$ cat config.mk
export PLATFORM = sky130hd
export DESIGN_NAME = imem_loader
export DESIGN_NICKNAME = d
export VERILOG_FILES = /design/src/rtl/imem_loader.sv
export SDC_FILE = /design/constraint.sdc
export NUM_CORES = 2
export LEC_CHECK = 0
export ABC_CLOCK_PERIOD_IN_PS = 7700
export BUFFER_PORTS_ARGS = -buffer_cell sky130_fd_sc_hd__buf_2
export CORE_MARGIN = 2
export CORE_UTILIZATION = 25
export CTS_CLUSTER_SIZE = 8
export DETAILED_ROUTE_END_ITERATION = 8
export HOLD_SLACK_MARGIN = 0.05
export RECOVER_POWER = 100
export SLEW_MARGIN = 5
export SYNTH_ARGS = -nofsm -noshare
export SYNTH_HDL_FRONTEND = slang
export SYNTH_SLANG_ARGS = --single-unit
$ cat constraint.sdc
create_clock -name clk -period 7.7 [get_ports clk]
set_input_delay 0 -clock clk [delete_from_list [all_inputs] [get_ports clk]]
set_output_delay 0 -clock clk [all_outputs]
set_load 0.02 [all_outputs]
$ cat src/rtl/imem_loader.sv
`default_nettype none
// ============================================================================
// Module   : imem_loader
// Purpose  : Byte-stream loader for the fetch-stage instruction RAM; holds the
//            CPU while a program is written and serves big-endian word reads.
// Revision : 1.0  initial release
// ============================================================================
module imem_loader #(
    parameter int AW    = 8,
    parameter int DEPTH = 1 << AW
) (
    input  logic          clk,
    input  logic          reset,
    input  logic          load_start,
    input  logic [AW:0]   load_len,
    input  logic          load_abort,
    input  logic [7:0]    in_byte,
    input  logic          in_valid,
    output logic          in_ready,
    output logic          busy,
    output logic          done,
    output logic          err,
    output logic          cpu_hold,
    output logic [AW:0]   bytes_loaded,
    input  logic [AW-1:0] rd_addr,
    output logic [31:0]   rd_instr
);

    typedef enum logic [1:0] {
        S_IDLE = 2'd0,
        S_LOAD = 2'd1,
        S_DONE = 2'd2
    } state_t;

    localparam logic [AW:0] LEN_MAX = (AW+1)'(DEPTH);
    localparam logic [AW:0] LEN_ONE = (AW+1)'(1);

    state_t        state_q, state_d;
    logic [AW-1:0] wr_ptr_q, wr_ptr_d;
    logic [AW:0]   remaining_q, remaining_d;
    logic [AW:0]   bytes_loaded_q, bytes_loaded_d;
    logic          err_q, err_d;
    logic          mem_we;
    logic          len_ok;

    logic [7:0]    mem [DEPTH];

    assign len_ok = (load_len != '0) && (load_len <= LEN_MAX);

    always_comb begin
        state_d        = state_q;
        wr_ptr_d       = wr_ptr_q;
        remaining_d    = remaining_q;
        bytes_loaded_d = bytes_loaded_q;
        err_d          = 1'b0;
        mem_we         = 1'b0;

        case (state_q)
            S_IDLE: begin
                if (load_start) begin
                    if (len_ok) begin
                        remaining_d    = load_len;
                        wr_ptr_d       = '0;
                        bytes_loaded_d = '0;
                        state_d        = S_LOAD;
                    end else begin
                        err_d = 1'b1;
                    end
                end
            end
            S_LOAD: begin
                // An abort suppresses the byte offered on the same edge.
                if (load_abort) begin
                    err_d   = 1'b1;
                    state_d = S_IDLE;
                end else if (in_valid) begin
                    mem_we         = 1'b1;
                    wr_ptr_d       = wr_ptr_q + AW'(1);
                    remaining_d    = remaining_q - LEN_ONE;
                    bytes_loaded_d = bytes_loaded_q + LEN_ONE;
                    if (remaining_q == LEN_ONE) begin
                        state_d = S_DONE;
                    end
                end
            end
            S_DONE: begin
                state_d = S_IDLE;
            end
            default: begin
                state_d = S_IDLE;
            end
        endcase
    end

    always_ff @(posedge clk or posedge reset) begin
        if (reset) begin
            state_q        <= S_IDLE;
            wr_ptr_q       <= '0;
            remaining_q    <= '0;
            bytes_loaded_q <= '0;
            err_q          <= 1'b0;
        end else begin
            state_q        <= state_d;
            wr_ptr_q       <= wr_ptr_d;
            remaining_q    <= remaining_d;
            bytes_loaded_q <= bytes_loaded_d;
            err_q          <= err_d;
        end
    end

    // Contents survive reset; a full-depth load wraps the pointer back to 0.
    always_ff @(posedge clk) begin
        if (mem_we) begin
            mem[wr_ptr_q] <= in_byte;
        end
    end

    logic [AW-1:0] rd_a1, rd_a2, rd_a3;
    assign rd_a1 = rd_addr + AW'(1);
    assign rd_a2 = rd_addr + AW'(2);
    assign rd_a3 = rd_addr + AW'(3);

    assign rd_instr     = {mem[rd_addr], mem[rd_a1], mem[rd_a2], mem[rd_a3]};

    assign in_ready     = (state_q == S_LOAD);
    assign busy         = (state_q == S_LOAD);
    assign done         = (state_q == S_DONE);
    assign cpu_hold     = (state_q == S_LOAD) || (state_q == S_DONE);
    assign err          = err_q;
    assign bytes_loaded = bytes_loaded_q;

endmodule
`default_nettype wire

==> results.md <==
Run status:
- The flow ran to the end, but the final reports show violations.
- The final reports fail on capacitance limit, slew limit.

Timing:
- Setup repair after global routing left no endpoint under its margin.
- The top achievable clock speed is 137 MHz.
- The portion of the clock cycle consumed by the worst path in the final layout is 94.6%.
- The hold violation total from the final report is 0.
- The minimum clock period after layout is 7.28 ns.
- Between clock sinks in the finished design, the worst skew comes to between 0.03 and 0.04 ns.
- The worst slew margin relative to its limit is -294%.
- The final-report setup violation count is 0.
- Setup slack on the critical path of the routed design comes to 0.417 ns.
- Adding up every negative setup slack in the final design gives 0 ns.
- The hold slack is 0.320 ns.
- At the pin with the least slew margin, the transition time is 5.91 ns.
- The max-slew violation total from the final report is around 2400.

Global routing:
- In the global route stage, overall resource usage came out at 19.5%.
- Entering global routing, the biggest net connects about 150 pins.
- The number of antenna violations at the first check in global routing is 61.
- After global routing the overflow that remains totals 0.
- The via count of the first global-routing pass came to 86100.
- The global-route wire length before repair is just over 700000 um.

Pwr:
- For this design the static power due to leakage is 44.5 nW.
- In this run, the clock network consumes 39.7% of the power.
- The power per standard cell area is 207 mW/mm^2.
- The internal power summed over all cells is 21.7 mW.
- In this run, the combinational gates consume 19.3% of the power.
- Net switching is 29.1% of the power.
- The portion of total power attributed to sequential cells is between 40% and 50%.
- The power dissipated by switching net loads is 8.94 mW.
- The worst ir drop on vdd is 0.289 mV.

Cells and area:
- From synthesis to final layout, the design area changed by 13.3%.
- In the final layout, the multi-input gates occupy between 0.06 and 0.07 sq mm.
- Of the cells placed in the final design, the portion with a size suffix greater than 1 is 40.0%.
- The net count of the finished layout is 7467.
- The area of all sequential standard cells is 0.0622 sq mm.
- The layout has 51100 filler cells.

Critical path:
- STA puts the critical path data arrival time at 7.28 ns.
- The worst setup path is of the in -> out kind.
- The startpoint type of the worst setup path is an input port.
- The maximum fanout encountered on the critical timing path is 97.
- At the worst endpoint, the required time is 7.70 ns.
- STA classifies the critical path endpoint as a primary output.

CTS:
- The cell sitting at the root of the clock tree is a sky130_fd_sc_hd__clkbuf_16.
- In this run the deepest clock path goes through 4 buffers.
- The number of levels the H-tree was split into is 5.
- The post-CTS repair timing setup buffer count is 0.
- The CTS tree is built.
- The post-cts repair resize count is 0.
- At the later pin of the worst-skew pair, clock insertion delay measures 0.96 ns.
- The TritonCTS buffer count is 300.
- After clock tree synthesis, the clock-pin slew on the worst setup and hold paths is 0.05 ns.
- Buffers inserted to repair hold after CTS numbered 48.
- For this design, the sink count on the clock tree is 2077.

Min path:
- The worst min-delay path category is in -> async.

Place:
- The routability congestion estimate is 0.958.
- The half-perimeter wire length of the detailed placement result is 354000 um.
- Prior to clock tree synthesis, the placed netlist has a worst setup slack of 1.29 ns.
- The number of input and output port buffers inserted is 75.

Synthesis:
- The mean area per synthesized cell is 17.9 sq um.
- Yosys mapped a number of flops with a built-in enable equal to 2048.
- The post-synthesis cell area is 0.131 sq mm.
- The Yosys step of the flow raised 0 warnings.
- The top flip-flop cell by instance count after synthesis is sky130_fd_sc_hd__edfxtp_1.
- The flop and latch count out of synthesis is 2077.
- The sequential share of the synthesized area is 47.6%.
- The cell count after synthesis came out at 7304.
- After synthesis, the netlist uses 73 different library cells.
- The net count of the mapped netlist is 7349.
- After synthesis, the share of flip-flops with an asynchronous set or reset is 1.40%.

Detailed routing:
- The post-detailed-route count of antenna-violating nets is 0.
- Summed over all layers, the routed wires come to ~540000 um.
- The number of DRC violations after detailed routing is 0.
- The detailed router placed 91400 vias in this run.
- The pre-antenna-repair detailed-routing pass consisted of 9 iterations.
- Using the TritonRoute via totals, the vias-per-cell ratio works out to 6.31.
- The wire length per cell after detailed routing is 37.0 um.
- In this run, the number of DRC markers left after iteration 0 of detailed routing was about 16000.

Floorplanning:
- The number of I/O pins is 76.
- The die is 727 um wide.
- The floorplan core area is 0.521 sq mm.
- The row count is 265.
- The die covers 0.529 sq mm.
- For this configuration, the core starts out at a cell density of 25.1%.
- The height of the chip is 727 um.

Job:
- Across the run, the number of max-cap violations was 61.
## cells by family after synthesis
group	Yosys count	share of synthesized area, %
multiplexers	2556	41.7
AO/OA/AOI/OAI	581	3.18
AND/OR/NAND/NOR	1287	4.16
flip-flops	2077	47.6
XOR/XNOR	35	0.257
buffers and inverters	753	2.98
adder cells (fa/ha/maj)	15	0.144
## power groups by stage
stage,combinational [mW],sequential [mW],clock [mW]
global placement,5.54,12.8,0
global route,5.98,12.6,12.7
detailed placement,5.58,12.8,0
floorplan,3.27,12.8,0
CTS,5.71,12.6,12.2
finish,5.91,12.6,12.2
## metrics by stage
step	std cells	util, %	cell area [sq um]	total power [mW]
6_report	14500	28.4	148000	30.7
5_1_grt	14400	28.4	148000	31.2
4_1_cts	14400	28.6	149000	30.5
3_5_place_dp	14000	27.0	140000	18.3
3_3_place_gp	14000	27.0	140000	18.3
2_1_floorplan	7304	-	131000	16.0
## cell usage after synthesis, types with 7 or more instances
cell type,count,area (sq um)
sky130_fd_sc_hd__a2111oi_0,9,78.8
sky130_fd_sc_hd__a211oi_1,31,233
sky130_fd_sc_hd__a21oi_1,101,505
sky130_fd_sc_hd__a221o_1,10,100
sky130_fd_sc_hd__a221oi_1,29,254
sky130_fd_sc_hd__a22o_1,8,70.1
sky130_fd_sc_hd__a22oi_1,24,180
sky130_fd_sc_hd__a311oi_1,16,140
sky130_fd_sc_hd__a31oi_1,50,313
sky130_fd_sc_hd__a32o_1,23,230
sky130_fd_sc_hd__a32oi_1,36,315
sky130_fd_sc_hd__a41oi_1,10,87.6
sky130_fd_sc_hd__and3_1,54,338
sky130_fd_sc_hd__buf_1,67,251
sky130_fd_sc_hd__buf_2,263,1320
sky130_fd_sc_hd__buf_4,149,1120
sky130_fd_sc_hd__buf_6,25,282
sky130_fd_sc_hd__clkbuf_1,231,867
sky130_fd_sc_hd__dfrtp_1,29,726
sky130_fd_sc_hd__edfxtp_1,2048,61500
sky130_fd_sc_hd__ha_1,15,188
sky130_fd_sc_hd__inv_1,13,48.8
sky130_fd_sc_hd__mux2i_1,240,2400
sky130_fd_sc_hd__mux4_2,2313,52100
sky130_fd_sc_hd__nand2_1,621,2330
sky130_fd_sc_hd__nand3_1,132,661
sky130_fd_sc_hd__nand4_1,23,144
sky130_fd_sc_hd__nor2_1,358,1340
sky130_fd_sc_hd__nor2b_1,10,62.6
sky130_fd_sc_hd__nor3_1,26,130
sky130_fd_sc_hd__nor3b_1,9,67.6
sky130_fd_sc_hd__nor4_1,22,138
sky130_fd_sc_hd__o2111ai_1,12,105
sky130_fd_sc_hd__o211ai_1,28,210
sky130_fd_sc_hd__o21ai_0,80,400
sky130_fd_sc_hd__o221ai_1,21,184
sky130_fd_sc_hd__o22ai_1,34,213
sky130_fd_sc_hd__o31ai_1,9,67.6
sky130_fd_sc_hd__xnor2_1,24,210
sky130_fd_sc_hd__xor2_1,7,61.3
## critical path, cell delays in order
cell	delay, ns
sky130_fd_sc_hd__buf_12	0.53
sky130_fd_sc_hd__clkinv_1	0.29
sky130_fd_sc_hd__ha_2	1.61
sky130_fd_sc_hd__buf_12	0.39
sky130_fd_sc_hd__buf_4	0.36
sky130_fd_sc_hd__mux4_2	0.36
sky130_fd_sc_hd__mux4_2	0.50
sky130_fd_sc_hd__mux2i_1	0.56
sky130_fd_sc_hd__o22ai_1	0.32
sky130_fd_sc_hd__nor4_2	1.32
sky130_fd_sc_hd__a41oi_1	0.45
sky130_fd_sc_hd__buf_2	0.36
## per-layer routing
| metal | GRT usage, % | vias up | share of wire (%) |
|---|---|---|---|
| li1 | - | 32500 | - |
| met1 | 23.3 | 47800 | 33 |
| met2 | 28.2 | 9232 | 43 |
| met3 | 9.78 | 1831 | 18 |
| met4 | 11.4 | 52 | 7.3 |
| met5 | 0.163 | - | 0.088 |
## sequential cells by signal, indices dropped and copies added (netlist names)
name	cells
remaining_q	9
mem	2048
state_q	2
wr_ptr_q	8
err	1
bytes_loaded	9
## layout by cell type, fill, tap and decap left out, types with 100 or more instances in the layout
cell                        Yosys  routed
sky130_fd_sc_hd__nand3_1      132     132
sky130_fd_sc_hd__buf_4        149     169
sky130_fd_sc_hd__a21oi_1      101     100
sky130_fd_sc_hd__edfxtp_1    2048    2048
sky130_fd_sc_hd__nor2_1       358     348
sky130_fd_sc_hd__clkbuf_16      0     304
sky130_fd_sc_hd__nand2_1      621     613
sky130_fd_sc_hd__mux2i_1      240     240
sky130_fd_sc_hd__mux4_2      2313    2313
sky130_fd_sc_hd__clkbuf_1     231     260
## cell type report
cell class / instances / area share (%)
sequential: 2077 / 42.0
multi-input combinational: 4474 / 43.9
antenna: 60 / 0.101
inverter: 18 / 0.0490
timing repair buffer: 551 / 2.58
clock buffer: 332 / 5.21
clock inverter: 29 / 0.271
tap: 6942 / 5.86
## worst paths after layout
kind / depth (start not counted) / to / from / slack [ns]
worst max-delay path: 12 / rd_instr[19] / rd_addr[0] / 0.42
worst min-delay path: 4 / bytes_loaded[5] / reset / 0.32
worst max register to register: 8 / mem[197][6] / state_q[1] / 0.44
worst min register to register: 2 / bytes_loaded[1] / bytes_loaded[1] / 0.53
max in group asynchronous: 4 / wr_ptr_q[5] / reset / 6.87
min in group clk: 4 / err / load_start / 0.44
(Power assumes the default switching activity.)
